### config.mk
export PLATFORM = sky130hd
export DESIGN_NAME = mips_memsys
export DESIGN_NICKNAME = d
export VERILOG_FILES = /design/src/rtl/mips_memsys.sv
export SDC_FILE = /design/constraint.sdc
export NUM_CORES = 2
export LEC_CHECK = 0
export BUFFER_PORTS_ARGS = -buffer_cell sky130_fd_sc_hd__buf_2
export CORE_MARGIN = 3
export CORE_UTILIZATION = 56
export DETAILED_ROUTE_END_ITERATION = 16
export PLACE_DENSITY = 0.72
export SETUP_SLACK_MARGIN = 0.1
export SLEW_MARGIN = 20
export SYNTH_ARGS = -nofsm -noshare
export SYNTH_HDL_FRONTEND = slang
export SYNTH_SLANG_ARGS = --single-unit
### constraint.sdc
create_clock -name clk -period 4.45 [get_ports clk]
set_clock_uncertainty 0.2 [all_clocks]
set_input_delay 0.445 -clock clk [delete_from_list [all_inputs] [get_ports clk]]
set_output_delay 0.445 -clock clk [all_outputs]
set_load 0.005 [all_outputs]
### src/rtl/mips_memsys.sv
// Instruction/data memory subsystem for a small MIPS core: a byte-serial program
// loader that holds the core in reset, a fetch/decode instruction register and a word data memory.
module mips_memsys #(
  parameter int IMEM_WORDS = 64,
  parameter int DMEM_WORDS = 64
) (
  input  logic        clk,
  input  logic        reset,
  input  logic        load_valid,
  input  logic [7:0]  load_byte,
  input  logic        load_last,
  output logic        load_ready,
  output logic        cpu_reset,
  output logic [15:0] loaded_words,
  input  logic [31:0] PCF,
  output logic [31:0] InstrF,
  input  logic        StallD,
  input  logic        FlushD,
  output logic [31:0] InstrD,
  input  logic        MemWriteM,
  input  logic [31:0] AluOutM,
  input  logic [31:0] WriteDataM,
  output logic [31:0] ReadDataM,
  output logic        misalign_err
);

  localparam int IA_W = $clog2(IMEM_WORDS);
  localparam int DA_W = $clog2(DMEM_WORDS);

  typedef enum logic {S_LOAD, S_RUN} state_t;

  state_t            state_q, state_d;
  logic [IA_W-1:0]   wptr_q, wptr_d;
  logic [1:0]        bcnt_q, bcnt_d;
  logic [31:0]       asm_q, asm_d;
  logic [15:0]       lw_q, lw_d;
  logic [31:0]       instrd_q, instrd_d;
  logic              mis_q, mis_d;

  logic [31:0]       imem [IMEM_WORDS];
  logic [31:0]       dmem [DMEM_WORDS];

  logic              imem_we;
  logic              dmem_we;
  logic [31:0]       asm_next;
  logic [IA_W-1:0]   iaddr;
  logic [DA_W-1:0]   daddr;
  logic              unused_addr_bits;

  // Word-index the memories; upper address bits are dropped so addresses alias.
  assign iaddr            = PCF[IA_W+1:2];
  assign daddr            = AluOutM[DA_W+1:2];
  assign unused_addr_bits = ^{PCF[31:IA_W+2], PCF[1:0], AluOutM[31:DA_W+2]};

  assign InstrF       = imem[iaddr];
  assign ReadDataM    = dmem[daddr];
  assign load_ready   = (state_q == S_LOAD);
  assign cpu_reset    = reset | (state_q == S_LOAD);
  assign loaded_words = lw_q;
  assign InstrD       = instrd_q;
  assign misalign_err = mis_q;

  // Big-endian placement: byte 0 of a word lands in [31:24]; unfilled bytes stay zero.
  assign asm_next = asm_q | ({load_byte, 24'h000000} >> {bcnt_q, 3'b000});

  always_comb begin
    state_d  = state_q;
    wptr_d   = wptr_q;
    bcnt_d   = bcnt_q;
    asm_d    = asm_q;
    lw_d     = lw_q;
    mis_d    = mis_q;
    imem_we  = 1'b0;
    dmem_we  = 1'b0;
    instrd_d = instrd_q;

    if (cpu_reset) begin
      instrd_d = 32'h0;
    end else if (StallD) begin
      instrd_d = instrd_q;
    end else if (FlushD) begin
      instrd_d = 32'h0;
    end else begin
      instrd_d = InstrF;
    end

    if (!reset) begin
      if (state_q == S_LOAD) begin
        if (load_valid) begin
          if ((bcnt_q == 2'd3) || load_last) begin
            imem_we = 1'b1;
            wptr_d  = wptr_q + IA_W'(1);
            bcnt_d  = 2'd0;
            asm_d   = 32'h0;
            if (lw_q < 16'(IMEM_WORDS)) lw_d = lw_q + 16'd1;
            if (load_last || (wptr_q == IA_W'(IMEM_WORDS - 1))) state_d = S_RUN;
          end else begin
            bcnt_d = bcnt_q + 2'd1;
            asm_d  = asm_next;
          end
        end
      end else if (MemWriteM) begin
        if (AluOutM[1:0] == 2'b00) dmem_we = 1'b1;
        else                       mis_d   = 1'b1;
      end
    end
  end

  always_ff @(posedge clk) begin
    if (reset) begin
      state_q  <= S_LOAD;
      wptr_q   <= '0;
      bcnt_q   <= 2'd0;
      asm_q    <= 32'h0;
      lw_q     <= 16'h0;
      instrd_q <= 32'h0;
      mis_q    <= 1'b0;
    end else begin
      state_q  <= state_d;
      wptr_q   <= wptr_d;
      bcnt_q   <= bcnt_d;
      asm_q    <= asm_d;
      lw_q     <= lw_d;
      instrd_q <= instrd_d;
      mis_q    <= mis_d;
    end
  end

  // Memory contents survive reset; the enables already exclude the reset cycle.
  always_ff @(posedge clk) begin
    if (imem_we) imem[wptr_q] <= asm_next;
    if (dmem_we) dmem[daddr]  <= WriteDataM;
  end

endmodule

==> impl_metrics.toml <==
[synthesis]
synth_edf_count = 4096
synth-seq-area-share_pct = 78.0
ys.flop_type = "edfxtp_1"
synth_nets = 8031
synth_area_sq_um = 160000
synth_seq_cells = 4186
synthCells = 7917
synth_warnings = 0
synth_cell_type_count = 70
syn_area_per_cell_sq_um = 20.2
synth-async-reset-ratio_pct = 0

[placement]
place_ws_ps = 347
place_congestion = 0.879
place_area_sq_um = 170000
dp_hpwl_um = 263000
io_buffers = 175

[layout]
layout_commonest_cell = "edfxtp_1"
final_core_util_pct = 64.6
design_area_sq_um = 183000
final_cell_mix = "4096 x edfxtp_1, 554 x mux4_2, 461 x mux2i_1"
drive_above_1_share_pct = 24.6
area_growth_pct = 14.4
fillers = 18000
fin_nets = 8672

[drt]
totalWireLength_um = 458000
viasPerCell = 6.92
avgRoutedWirePerCell_um = 36.2
dr_wl_met3_um = 55400
drtIter0Drc = 12700
first_pass_iters = 9
wl_met1_um = 154000
dr.max_layer_used = "met5"
ant_nets = 0
via_count = 87400
routed-wl-met2_um = 216000
drcViolationCount = 0

[cts]
clock_path_buffers = 4
post_cts_buffers = 0
cts_tree = "yes"
ctsResizeCount = 0
clkLatencyLatePin_ps = 910
cts_htree_levels = 5
cts.clk_slew.worst_paths_ps = 60
cts_buffers = 402
cts_hold_buf = 15
cts.sinks = 4186
cts-root-buf = "clkbuf_16"

[sta]
final_hold_viol_count = 0
tns_ps = 0
fin_ws_ps = 306
max-slew-margin-rel_pct = 11.9
slew_viol_final = 0
max_slew.worst_pin.slew_ps = 1300
fin_crit_ps = 4140
timing.fmax_ghz = 0.241
setup_viol = 0
rsz0062_at_grt = "false"
period_share_pct = 93.1

[setup_path]
cp.required_ps = 3810
end_kind = "output port"
critPathKind = "input port to output port"
worst_setup_path_start_kind = "input port"
worstPathArrival_ps = 3500
crit_fanout = 47

[floorplanning]
fp.dieH_um = 540
fp.dieW_um = 540
core_region_area_sq_um = 283000
rows = 195
ios = 226
die-area_sq_um = 292000
initial_core_util_pct = 56.5

[pwr]
p_leak_nw = 61.1
power_density_nw_per_um2 = 444
vdd_drop_max_mv = 0.377
p_total_mw = 81.3

[global_route]
grt_max_degree = 81
grt_pass1_wl_um = 646000
gr-total-overflow = 0
track_usage_pct = 31.2
grt_antenna_before_repair = 29
grt_pass1_vias = 86500

[run_status]
status = "finished, final reports clean"

[hold_path]
hold_class = "input port to register"

[job]
maxCapViolCount = 0
-- power breakdown --
part	total, mW	switching, mW	internal, mW
logic	4.21	2.85	1.36
registers	43.4	0.0173	43.3
clock network	33.7	14.3	19.4
total	81.3	17.2	64.1
-- flip-flops by register name, indices dropped and copies added (netlist names) --
| signal | flops |
|---|---|
| loaded_words | 16 |
| InstrD | 32 |
| bcnt_q | 2 |
| misalign_err | 1 |
| dmem | 2048 |
| asm_q | 32 |
| wptr_q | 6 |
| imem | 2048 |
| state_q | 1 |
-- area by class of cell --
type                    count  area [sq um]  area share, %
clock inverters           205          2170           1.18
inverters                   8          40.0         0.0219
multi-input cells        3219         33800           18.5
repair buffers            741          6610           3.61
diodes                     14          35.0         0.0192
clock buffers             514         10700           5.88
well taps                3743          4680           2.56
flip-flops and latches   4186        125000           68.2
-- synthesized netlist by cell type (all sizes together), types with 8 or more instances --
cell     count  share of area, %
edfxtp    4096                77
mux4       566               8.0
mux2i      461               2.9
nor2       348              0.82
a221oi     328               1.9
buf        300               1.1
a22oi      299               1.4
clkbuf     204              0.48
nand2      153              0.36
mux2       151               1.1
o22ai      132              0.52
a21oi      123              0.38
dfxtp       90               1.1
a22o        88              0.48
o21ai       76              0.24
nand3       68              0.21
a221o       60              0.38
nand4       43              0.17
nor3b       35              0.16
a21o        32              0.15
nor2b       28              0.11
a211oi      21             0.099
o2bb2ai     19              0.10
o22a        16             0.088
o221ai      14             0.077
o211ai      13             0.061
nor3        12             0.044
and2        11             0.043
nand2b      11             0.043
a222oi      10             0.063
a31oi       10             0.039
inv          8             0.019
-- cell families after synthesis --
group                    Yosys count  share of synthesized area (%)
AO/OA/AOI/OAI                   1269                           6.15
XOR/XNOR                          10                         0.0547
adder cells (fa/ha/maj)            3                         0.0235
buffers and inverters            512                           1.61
flip-flops                      4186                           78.0
multiplexers                    1178                           11.9
AND/OR/NAND/NOR                  759                           2.20
-- final timing paths --
| path | start | end | cells past startpoint | slack [ps] |
|---|---|---|---|---|
| min | WriteDataM[20] | dmem[46][20] | 2 | 100 |
| max reg2reg | wptr_q[3] | state_q | 6 | 740 |
| max | AluOutM[3] | ReadDataM[27] | 8 | 310 |
| min reg2reg | loaded_words[9] | loaded_words[9] | 1 | 280 |
-- through the flow --
step / hold WS (ps) / std cells
after global routing: 89.4 / 12600
after floorplan: 242 / 7917
after detailed placement: 246 / 11900
after CTS: 18.7 / 12600
after global placement: 236 / 11900
final: 95.9 / 12600
-- routing by layer --
layer	up-vias	GRT usage (%)
met1	44900	40.4
met3	1363	7.20
met4	18	17.7
li1	34600	-
met2	6541	49.1
met5	-	0
-- worst max-delay path: stages --
cell and delay [ps]:
buf_8 410, buf_4 350, mux4_2 520, a221oi_1 390
nor2_1 180, a21oi_1 510, nand4_1 330, buf_2 240
Note: power is estimated with default switching activity, not from simulation.
